File: src/rtl/downsample_frame_arbiter_pkg.sv
// rtl/downsample_frame_arbiter_pkg.sv - shared state enum, source encodings and winner selection
package downsample_frame_arbiter_pkg;

    typedef enum logic [1:0] {
        IDLE    = 2'd0,
        GRANT_A = 2'd1,
        GRANT_B = 2'd2
    } state_t;

    localparam logic SRC_A = 1'b0;
    localparam logic SRC_B = 1'b1;

    // Round-robin pick: the requester other than last wins if valid, otherwise fall back.
    function automatic logic pick_src(input logic last, input logic av, input logic bv);
        if (last == SRC_B)
            return av ? SRC_A : SRC_B;
        else
            return bv ? SRC_B : SRC_A;
    endfunction

endpackage

File: src/rtl/downsample_frame_arbiter_raster_counter.sv
// rtl/downsample_frame_arbiter_raster_counter.sv - x/y raster position counter with line and frame end decode
module raster_counter #(
    parameter int WIDTH  = 32,
    parameter int HEIGHT = 32,
    localparam int XW = $clog2(WIDTH),
    localparam int YW = (HEIGHT > 1) ? $clog2(HEIGHT) : 1
) (
    input  logic          CLK,
    input  logic          RESET,
    input  logic          adv,
    output logic [XW-1:0] x,
    output logic [YW-1:0] y,
    output logic          eol,
    output logic          eof
);

    localparam logic [XW-1:0] X_LAST = XW'(WIDTH - 1);
    localparam logic [YW-1:0] Y_LAST = YW'(HEIGHT - 1);

    assign eol = (x == X_LAST);
    assign eof = eol && (y == Y_LAST);

    always_ff @(posedge CLK) begin
        if (!RESET) begin
            x <= '0;
            y <= '0;
        end else if (adv) begin
            if (eol) begin
                x <= '0;
                y <= eof ? '0 : y + 1'b1;
            end else begin
                x <= x + 1'b1;
            end
        end
    end

endmodule

File: src/rtl/downsample_frame_arbiter.sv
// rtl/downsample_frame_arbiter.sv - frame-granular round-robin arbiter feeding one downsampler stream
module downsample_frame_arbiter
    import downsample_frame_arbiter_pkg::*;
#(
    parameter int WIDTH  = 32,
    parameter int HEIGHT = 32,
    parameter int DATA_W = 16
) (
    input  logic              CLK,
    input  logic              RESET,
    input  logic              enable,
    input  logic              a_valid,
    input  logic [DATA_W-1:0] a_data,
    output logic              a_ready,
    input  logic              b_valid,
    input  logic [DATA_W-1:0] b_data,
    output logic              b_ready,
    output logic              out_valid,
    output logic [DATA_W-1:0] out_data,
    output logic              out_src,
    output logic              out_eol,
    output logic              out_eof,
    input  logic              out_ready,
    output logic              frame_done
);

    localparam int XW = $clog2(WIDTH);
    localparam int YW = (HEIGHT > 1) ? $clog2(HEIGHT) : 1;

    state_t          state;
    logic            last_src;
    logic            cur_src;
    logic            xfer;
    logic            frame_end;
    logic            winner;
    logic            any_valid;
    logic            cnt_eol;
    logic            cnt_eof;
    logic [XW-1:0]   cnt_x;
    logic [YW-1:0]   cnt_y;
    logic            unused_xy;

    raster_counter #(
        .WIDTH  (WIDTH),
        .HEIGHT (HEIGHT)
    ) u_raster (
        .CLK   (CLK),
        .RESET (RESET),
        .adv   (xfer),
        .x     (cnt_x),
        .y     (cnt_y),
        .eol   (cnt_eol),
        .eof   (cnt_eof)
    );

    assign unused_xy = ^{cnt_x, cnt_y};

    // Forwarding path is purely combinational so a granted beat costs no latency.
    always_comb begin
        out_valid = 1'b0;
        out_data  = '0;
        out_src   = SRC_A;
        out_eol   = 1'b0;
        out_eof   = 1'b0;
        a_ready   = 1'b0;
        b_ready   = 1'b0;
        unique case (state)
            GRANT_A: begin
                out_valid = a_valid;
                out_data  = a_data;
                out_src   = SRC_A;
                out_eol   = cnt_eol;
                out_eof   = cnt_eof;
                a_ready   = out_ready;
            end
            GRANT_B: begin
                out_valid = b_valid;
                out_data  = b_data;
                out_src   = SRC_B;
                out_eol   = cnt_eol;
                out_eof   = cnt_eof;
                b_ready   = out_ready;
            end
            default: ;
        endcase
    end

    assign cur_src   = (state == GRANT_B) ? SRC_B : SRC_A;
    assign xfer      = out_valid & out_ready;
    assign frame_end = xfer & out_eof;
    assign any_valid = a_valid | b_valid;
    // At frame end the priority already reflects the frame just finished.
    assign winner    = pick_src(frame_end ? cur_src : last_src, a_valid, b_valid);

    always_ff @(posedge CLK) begin
        if (!RESET) begin
            state      <= IDLE;
            last_src   <= SRC_B;
            frame_done <= 1'b0;
        end else begin
            frame_done <= 1'b0;
            unique case (state)
                IDLE: begin
                    if (enable && any_valid)
                        state <= (winner == SRC_B) ? GRANT_B : GRANT_A;
                end
                GRANT_A, GRANT_B: begin
                    if (frame_end) begin
                        last_src   <= cur_src;
                        frame_done <= 1'b1;
                        if (enable && any_valid)
                            state <= (winner == SRC_B) ? GRANT_B : GRANT_A;
                        else
                            state <= IDLE;
                    end
                end
                default: state <= IDLE;
            endcase
        end
    end

endmodule

File: config.mk
export PLATFORM = sky130hd
export DESIGN_NAME = downsample_frame_arbiter
export DESIGN_NICKNAME = d
export VERILOG_FILES = /design/src/rtl/downsample_frame_arbiter_pkg.sv /design/src/rtl/downsample_frame_arbiter_raster_counter.sv /design/src/rtl/downsample_frame_arbiter.sv
export SDC_FILE = /design/constraint.sdc
export NUM_CORES = 1
export LEC_CHECK = 0
export BUFFER_PORTS_ARGS = -buffer_cell sky130_fd_sc_hd__buf_2
export CAP_MARGIN = 20
export CORE_ASPECT_RATIO = 1.4
export CORE_MARGIN = 10
export CORE_UTILIZATION = 47
export CTS_CLUSTER_DIAMETER = 200
export DETAILED_ROUTE_END_ITERATION = 12
export GPL_TIMING_DRIVEN = 0
export HOLD_SLACK_MARGIN = 0.02
export PLACE_DENSITY_LB_ADDON = 0.05
export SKIP_CTS_REPAIR_TIMING = 1
export SYNTH_ARGS = -nofsm -noshare
export SYNTH_HDL_FRONTEND = slang
export SYNTH_SLANG_ARGS = --single-unit
File: constraint.sdc
create_clock -name CLK -period 2.65 [get_ports CLK]
set_input_delay 0.53 -clock CLK [delete_from_list [all_inputs] [get_ports CLK]]
set_output_delay 0.53 -clock CLK [all_outputs]
set_load 0.02 [all_outputs]
==> flow_summary.toml, run 1 <==
[floorplan]
die-area_um2 = 4630
initial_utilization = 0.494
die_w_um = 60.4
rows = 20
core_um2 = 2180
dieHeight_um = 76.6
ioPinCount = 61

[power]
p_total_uw = 545
p_leak_nw = 0.682
irDropWorstVdd_mv = 0.369
power_per_cell_area_nw_per_um2 = 376

[sta]
finalSetupViolCount = 0
fin_skew_ns = 0.00215
max_freq_mhz = 407
min_period_ns = 2.46
hold_viol = 0
finalCritPeriodShare = 0.928
worst_slew_margin_rel = 0.618
maxSlewViolCount = 0
rsz0062_at_grt = "false"
worst_pin_slew_ns = 0.567

[clock_network]
clkTransAtPathRegs_ns = 0.08
cts_buffer_depth = 2
cts_htree_levels = 1
clock-sinks = 14
clock_latency_ns = 0.28
cts_tree = "yes"
cts_made_buffers = 3
cts-root-buf = "clkbuf_4"

[synth]
synthFlopType = "dfxtp_1"
synth_area_leader_cell = "dfxtp_1"
yosys.area.top_type_share = 0.260
synth.most_common_cell = "nor2b_1"
ys_types = 36
synth_area_um2 = 1080
synth_area_leaders = "dfxtp_1, a22oi_1, nor2b_1, ha_1, o21ai_0"
yosys_warnings = 0
ys_async_sr_fraction = 0
synth_edf_count = 0
synthCells = 131
synth_nets = 177
ys_ff_latch = 14
seq_area_frac_synth = 0.260
avgSynthCellArea_um2 = 8.21
netlist_top_cells_count = "nor2b_1, a22oi_1, dfxtp_1, o21ai_0, ha_1"

[setup_path]
worstSetupPathType = "reg -> out"
critical_path.most_common_cell = "clkbuf_2"
critPathArrivalTime_ns = 1.93
cp-start-kind = "flip-flop"
crit_slowest_cell = "dfxtp_1"
end_kind = "output pin"
reg2reg_from = "u_raster.x[0]$_SDFFE_PN0P_"
critPathLaunch = "state[0]$_SDFFE_PN0P_"
reg2reg_slack_ns = 0.67
max_stage_delay_ns = 0.41
crit_path_max_fanout = 10
required_ns = 2.12
crit_chain = "inv_1 -> ha_2 -> clkbuf_2 -> clkbuf_2 -> nor2b_1 -> buf_2"

[global_routing]
grt_pass1_vias = 1090
antenna_found_initial = 0
grt_max_degree = 11
grt_first_pass_wirelength_um = 4730
grt_overflow = 0
track_usage = 0.121

[hold_path]
hold_class = "reg -> reg"
hold_start = "u_raster.y[4]$_SDFFE_PN0P_"

[final_layout]
num_antenna_cells = 0
final_area_um2 = 1450
nets = 242
synthToLayoutAreaGrowth_pct = 34.4
final_layout_size_suffix_gt1_frac = 0.385
nFillCells = 190

[placed_design]
io_buffers = 60
place_area_um2 = 1400
gp_congestion = 0.739
hpwlAfterDp_um = 2630

[drt]
postRouteAntennaNets = 0
routed_via_density = 5.35
firstDrtPassIters = 4
num_vias = 1162
drcViolationCount = 0
drt-wirelength-per-cell_um = 14.4
drt_iter0_drc = 44
wl_um = 3120

[job]
max_cap_viol_count = 0

[outcome]
run_status = "complete, no violations"
[where the power goes]
group          internal [mW]  leakage, nW  switching (mW)
clock                 0.0835       0.0210          0.0687
combinational         0.0807        0.548          0.0941
sequential             0.214        0.113         0.00398
total                  0.378        0.682           0.167
[path summary, 6_finish.rpt]
kind | to | cells after the start
setup / recovery | out_data[10] | 6
hold / removal | u_raster.y[4]$_SDFFE_PN0P_ | 2
setup reg to reg | state[1]$_SDFFE_PN0P_ | 8
hold reg to reg | u_raster.y[4]$_SDFFE_PN0P_ | 2
[cells in the final DEF, fill, tap and decap left out, drive strengths merged, types with 6 or more instances in the layout]
cell type / count
ha: 8
nor2: 7
o21ai: 10
clkbuf: 7
nand3: 6
dfxtp: 14
buf: 64
nand2: 6
a22oi: 17
nor2b: 19
[registers in the layout, summed over array words and instances, names as in the netlist]
name and flops:
frame_done 1, last_src 1, state 2, u_raster.x 5, u_raster.y 5
[layout make-up]
class | instances | area, um^2 | area share
Timing Repair Buffer | 60 | 300 | 0.208
Sequential cell | 14 | 280 | 0.194
Buffer | 8 | 45.0 | 0.0311
Tap cell | 22 | 27.5 | 0.0190
Clock buffer | 4 | 36.3 | 0.0251
Inverter | 3 | 11.3 | 0.00779
Multi-Input combinational cell | 106 | 746 | 0.516
[stage by stage]
| stage | setup TNS [ns] | setup slack, ns | utilization | std cells | hold WS (ns) |
|---|---|---|---|---|---|
| 2_1_floorplan | 0 | 0.426 | - | 131 | 0.452 |
| 3_3_place_gp | 0 | 0.306 | 0.645 | 213 | 0.465 |
| 3_5_place_dp | 0 | 0.251 | 0.645 | 213 | 0.475 |
| 4_1_cts | -0.157 | -0.0449 | 0.661 | 217 | 0.488 |
| 5_1_grt | 0 | 0.0554 | 0.664 | 217 | 0.511 |
| 6_report | 0 | 0.192 | 0.664 | 217 | 0.491 |
[critical path: cells and delay by family (launching register included)]
kind                     cells  cell delay [ns]
buffers and inverters        4             0.68
adder cells (fa/ha/maj)      1             0.40
flip-flops                   1             0.41
AND/OR/NAND/NOR              1             0.16
[routing by layer]
| layer | up-vias | wire, um | GRT usage |
|---|---|---|---|
| met5 | - | 0 | 0 |
| met1 | 507 | 1240 | 0.132 |
| met2 | 45 | 1440 | 0.206 |
| met4 | 0 | 25 | 0.0352 |
| met3 | 5 | 411 | 0.0450 |
| li1 | 605 | - | - |
[logic make-up (layout without fill, tap and decap cells)]
family                     after synthesis  after routing  share of synthesized area
AOI/OAI and AO/OA                       39             39                      0.257
xor gates and xnor gates                 3              3                     0.0244
buffers and inverters                   11             75                     0.0488
and+or+nand+nor                         54             54                      0.298
adders and majority gates                8              8                     0.0930
muxes                                    2              2                     0.0186
DFF                                     14             14                      0.260
Power figures use the tool's default switching activity.
==> run 2: changes to the inputs <==
Settings changed: CORE_UTILIZATION 47 to 48, SYNTH_HIERARCHICAL set to 1.
==> run 2 against run 1 <==
Register-to-register slack worse by 0.26 ns; final area is 4.8% higher; cell count grew 1.8%; largest power group unchanged; core utilization grew 1.7 points; critical path type unchanged.
==> flow_summary.toml, run 2 <==
[synth]
synthFlopType = "dfxtp_1"
synth.most_common_cell = "nor2b_1"
synth-simple-area-share = 0.324
netlist_top_cells_count = "nor2b_1, a22oi_1, dfxtp_1, ha_1, o21ai_0"
avgSynthCellArea_um2 = 8.54
synth_edf_count = 0
synth-compound-area-share = 0.266
synth_xor_area_frac = 0
ys_async_sr_fraction = 0
ys_types = 39
synth_nets = 182
yosys.area.top_type_share = 0.243
synth_area_um2 = 1150
seq_area_frac_synth = 0.243
synth_area_leader_cell = "dfxtp_1"
synthAdderAreaFrac = 0.0977
synth_area_leaders = "dfxtp_1, nor2b_1, a22oi_1, ha_1, o21ai_0"
muxShareOfSynthArea = 0.0174
synth_top_family_by_area = "simple AND/OR/NAND/NOR gates"
yosys_warnings = 6
ys_ff_latch = 14
synthCells = 135

[clock_network]
cts_htree_levels = 1
cts_tree = "yes"
cts-root-buf = "clkbuf_4"
cts_made_buffers = 3
clkTransAtPathRegs_ns = 0.08
clock_latency_ns = 0.28
clock-sinks = 14
cts_buffer_depth = 2

[global_routing]
antenna_found_initial = 0
grt_overflow = 0
grt_first_pass_wirelength_um = 5690
grt_max_degree = 11
grt_pass1_vias = 1334
track_usage = 0.148

[setup_path]
reg2reg_to = "u_raster/y[2]$_SDFFE_PN0P_"
cp_top_family = "simple AND/OR/NAND/NOR gates"
cp_num_buf_inv = 1
critPathArrivalTime_ns = 1.84
cp-start-kind = "flip-flop"
crit_path_max_fanout = 7
required_ns = 2.12
crit_slowest_cell = "dfxtp_1"
reg2reg_slack_ns = 0.41
crit_chain = "ha_1 -> and3_1 -> ha_1 -> and2_4 -> and2_1 -> buf_2"
critical_path.most_common_cell = "ha_1"
end_kind = "output pin"
reg2reg_depth = 8
reg2reg_from = "state[0]$_SDFFE_PN0P_"
worstSetupPathType = "reg -> out"
max_stage_delay_ns = 0.40

[placed_design]
hpwlAfterDp_um = 2890
io_buffers = 60
place_inst = 217
gp_congestion = 0.765

[drt]
firstDrtPassIters = 5
routed_via_density = 5.60
postRouteAntennaNets = 0
drt-wirelength-per-cell_um = 15.5
num_vias = 1237
wl_um = 3420
drcViolationCount = 0
drt_iter0_drc = 23

[sta]
max_freq_mhz = 422
worst_slew_margin_rel = 0.749
fin_skew_ns = 0.00487
finalCritPeriodShare = 0.893
hold_viol = 0
fin_tns_setup_ns = 0
finalSetupViolCount = 0
min_period_ns = 2.37
rsz0062_at_grt = "false"
maxSlewViolCount = 0
worst_pin_slew_ns = 0.376

[power]
p_total_uw = 523
irDropWorstVdd_mv = 0.220
power_per_cell_area_nw_per_um2 = 345
p_leak_nw = 0.723

[hold_path]
hold_start = "RESET"
hold_class = "in -> reg"
whs_path_depth = 2
hold_end = "last_src$_SDFFE_PN1P_"

[final_layout]
mostFrequentLayoutCells = "buf_2, nor2b_1, a22oi_1, dfxtp_1, ha_1"
reg_top3 = "u_raster/x: 5 flops, u_raster/y: 5 flops, state: 2 flops"
num_antenna_cells = 0
nFillCells = 190
ff_latch_area_um2 = 280
multi_input_area_um2 = 812
final_common_cell = "buf_2"
synthToLayoutAreaGrowth_pct = 31.6
nets = 247
stdcell_count = 221
final_layout_size_suffix_gt1_frac = 0.392

[floorplan]
initial_utilization = 0.517
die_w_um = 61.4
dieHeight_um = 78.0
rows = 20
die-area_um2 = 4790
ioPinCount = 61
core_um2 = 2230

[job]
max_cap_viol_count = 0

[outcome]
run_status = "complete, no violations"
## run 2: cells by family after synthesis
kind of cell	after synthesis
compound gates	42
fa+ha+maj	9
buf+inv	11
flops	14
mux	2
simple gates	57
## run 2: worst max-delay path by stage
stage / from / to / cells after the start
after global routing: state[0]$_SDFFE_PN0P_ / u_raster/y[0]$_SDFFE_PN0P_ / 8
after detailed placement: state[0]$_SDFFE_PN0P_ / u_raster/y[2]$_SDFFE_PN0P_ / 8
after floorplan: state[0]$_SDFFE_PN0P_ / u_raster/x[3]$_SDFFE_PN0P_ / 8
final: u_raster/x[0]$_SDFFE_PN0P_ / out_eof / 6
after global placement: state[0]$_SDFFE_PN0P_ / u_raster/y[2]$_SDFFE_PN0P_ / 8
after CTS: u_raster/x[0]$_SDFFE_PN0P_ / out_eof / 6
## run 2: worst reg2reg max path, cell delays in order (launching register included)
cell and delay (ns):
dfxtp_1 0.39, inv_1 0.08, ha_1 0.37, clkbuf_1 0.27
and3_1 0.22, buf_6 0.14, nand2_4 0.08, or4b_1 0.48
a21boi_1 0.15
## run 2: final cells by class
class,count,area share
clock buffer,4,0.0239
buffer,8,0.0322
tap,22,0.0182
sequential,14,0.185
multi-input combinational,110,0.535
inverter,3,0.00743
timing repair buffer,60,0.198
## run 2: per-stage QoR
step / worst slack [ns] / hold slack (ns) / util / instance area (um^2)
after floorplan: 0.668 / 0.456 / - / 1150
after detailed placement: 0.425 / 0.489 / 0.665 / 1480
after global placement: 0.459 / 0.476 / 0.665 / 1480
final: 0.282 / 0.464 / 0.681 / 1520
after global routing: 0.151 / 0.480 / 0.681 / 1520
after CTS: 0.273 / 0.457 / 0.681 / 1520
## run 2: per-layer routing
metal	track usage	wire, um	share of wire	vias to the layer above
met3	0.0342	176	0.051	4
met5	0	0	0	-
met1	0.160	1350	0.40	565
met4	0.0628	46	0.013	0
li1	-	-	-	627
met2	0.261	1840	0.54	41
## run 2: power breakdown
group	switching, mW	internal [mW]
logic	0.0797	0.0727
registers	0.00321	0.213
clock network	0.0707	0.0835
total	0.154	0.369
==> run 3: changes to the inputs <==
Settings changed: ABC_AREA set to 1, BUFFER_PORTS_ARGS -buffer_cell sky130_fd_sc_hd__buf_2 to not set, CORE_UTILIZATION 48 to 57, DONT_BUFFER_PORTS set to 1.
==> run 3 against run 2 <==
Fmax down 8.0%; clock power down 23%; critical path type unchanged; setup slack worse by 0.21 ns; hold slack worse by 0.13 ns; sequential share of layout area up 5.6 points; critical endpoint is now out_data[6]; non-clock buffer count down 63.
==> flow_summary.toml, run 3 <==
[outcome]
run_status = "complete, no violations"

[setup_path]
reg2reg_slack_ns = 0.66
required_ns = 2.12
critPathArrivalTime_ns = 2.04
cp-start-kind = "flip-flop"
reg2reg_depth = 10
reg2reg_to = "state[0]$_SDFFE_PN0P_"
end_kind = "output pin"
crit_path_max_fanout = 10
worstSetupPathType = "reg -> out"
reg2reg_from = "u_raster/x[1]$_SDFFE_PN0P_"

[global_routing]
track_usage = 0.127
grt_pass1_vias = 1004
grt_max_degree = 11
antenna_found_initial = 0
grt_first_pass_wirelength_um = 4430
grt_overflow = 0

[floorplan]
die-area_um2 = 4100
die_w_um = 57.0
core_um2 = 1800
initial_utilization = 0.607
dieHeight_um = 71.8
rows = 18
ioPinCount = 61

[sta]
hold_viol = 0
worst_pin_slew_ns = 0.558
min_period_ns = 2.57
fin_skew_ns = 0.00943
fin_tns_setup_ns = 0
holdWs_ns = 0.338
rsz0062_at_grt = "true"
worst_slew_margin_rel = 0.628
max_freq_mhz = 389
finalCritPeriodShare = 0.971
layout_setup_ws_ns = 0.0771
finalSetupViolCount = 0
maxSlewViolCount = 0

[power]
p_leak_nw = 0.496
irDropWorstVdd_mv = 0.311
p_total_uw = 437
power_per_cell_area_nw_per_um2 = 376

[drt]
num_vias = 1097
drt_iter0_drc = 20
drcViolationCount = 0
drt-wirelength-per-cell_um = 14.2
routed_via_density = 5.49
wl_um = 2840
firstDrtPassIters = 4
postRouteAntennaNets = 0

[synth]
synth_area_um2 = 1090
synth_edf_count = 0
ys_types = 28
yosys_warnings = 6
ys_async_sr_fraction = 0
synth_area_leader_cell = "dfxtp_1"
synthFlopType = "dfxtp_1"
netlist_top_cells_count = "nand2_1, a21oi_1, inv_1, dfxtp_1, nor2_1"
synthCells = 178
avgSynthCellArea_um2 = 6.14
synth_area_leaders = "dfxtp_1, nand2_1, a21oi_1, ha_1, inv_1"
seq_area_frac_synth = 0.256
synth_nets = 225
synth.most_common_cell = "nand2_1"
yosys.area.top_type_share = 0.256
ys_ff_latch = 14

[hold_path]
hold_start = "RESET"
hold_class = "in -> reg"
whs_path_depth = 1
hold_end = "last_src$_SDFFE_PN1P_"

[clock_network]
cts_made_buffers = 3
cts-root-buf = "clkbuf_4"
clkTransAtPathRegs_ns = 0.08
clock-sinks = 14
cts_htree_levels = 1
cts_buffer_depth = 2
cts_tree = "yes"
clock_latency_ns = 0.28

[final_layout]
mostFrequentLayoutCells = "nand2_1, inv_1, a21oi_1, dfxtp_1, nor2_1"
num_antenna_cells = 0
final_common_cell = "nand2_1"
synthToLayoutAreaGrowth_pct = 6.41
final_layout_size_suffix_gt1_frac = 0.117
nets = 229
stdcell_count = 200
reg_top3 = "u_raster/x: 5 flops, u_raster/y: 5 flops, state: 2 flops"

[placed_design]
io_buffers = 0
place_inst = 198
hpwlAfterDp_um = 2380
place_ws_ns = 0.275
gp_congestion = 0.789

[job]
max_cap_viol_count = 0
[run 3: cell types whose count changed after synthesis, moves of 3 or more]
cell | previous run | this run
a22oi_1 | 16 | 0
nand2_1 | 4 | 56
o21ai_0 | 7 | 4
a21boi_1 | 4 | 0
nor3_1 | 1 | 4
and3_1 | 5 | 0
nor2b_1 | 23 | 0
nand3_1 | 6 | 10
a21oi_1 | 2 | 24
inv_1 | 2 | 23
and2_1 | 5 | 0
nor2_1 | 0 | 11
[run 3: cells by family (layout without fill, tap and decap cells)]
kind of cell / Yosys count / count (layout) / share of synthesized area
compound gates: 35 / 35 / 0.172
simple gates: 89 / 89 / 0.354
buf+inv: 31 / 33 / 0.116
fa+ha+maj: 9 / 9 / 0.103
flops: 14 / 14 / 0.256
[run 3: area by class of cell]
cell class / instances / area [um^2]
multi-input combinational: 133 / 713
fill: 172 / 638
sequential: 14 / 280
inverter: 25 / 93.8
buffer: 5 / 28.8
tap: 20 / 25.0
clock buffer: 3 / 22.5
[run 3: metrics by stage]
step,area [um^2],utilization
6_report,1160,0.646
5_1_grt,1160,0.646
4_1_cts,1140,0.633
3_5_place_dp,1120,0.621
3_3_place_gp,1120,0.621
2_1_floorplan,1090,-
[run 3: metal layers]
metal  global-route usage  vias up  part of all wire
li1                     -      571                 -
met5                    0        -                 0
met3               0.0635        4              0.15
met2                0.214       48              0.50
met1                0.121      474              0.34
met4               0.0759        0             0.014
[run 3: critical path: stages, from the launching register on]
cell and delay, ns:
dfxtp_1 0.38, inv_1 0.08, ha_1 0.41, inv_2 0.12, buf_1 0.28, a21oi_1 0.49
[run 3: how the worst max path moves through the flow]
stage	from	to	depth (start not counted)	slack, ns
final	state[0]$_SDFFE_PN0P_	out_data[6]	5	0.08
after global routing	state[0]$_SDFFE_PN0P_	out_data[6]	5	-0.05
after CTS	state[0]$_SDFFE_PN0P_	out_data[4]	6	-0.06
after detailed placement	state[0]$_SDFFE_PN0P_	out_data[4]	6	0.27
after global placement	state[0]$_SDFFE_PN0P_	out_data[4]	6	0.34
after floorplan	state[0]$_SDFFE_PN0P_	out_data[0]	6	0.51
[run 3: report_power, final]
group	internal (mW)	switching (mW)
Clock	0.0528	0.0664
Sequential	0.213	0.00311
Combinational	0.0279	0.0736
Total	0.294	0.143
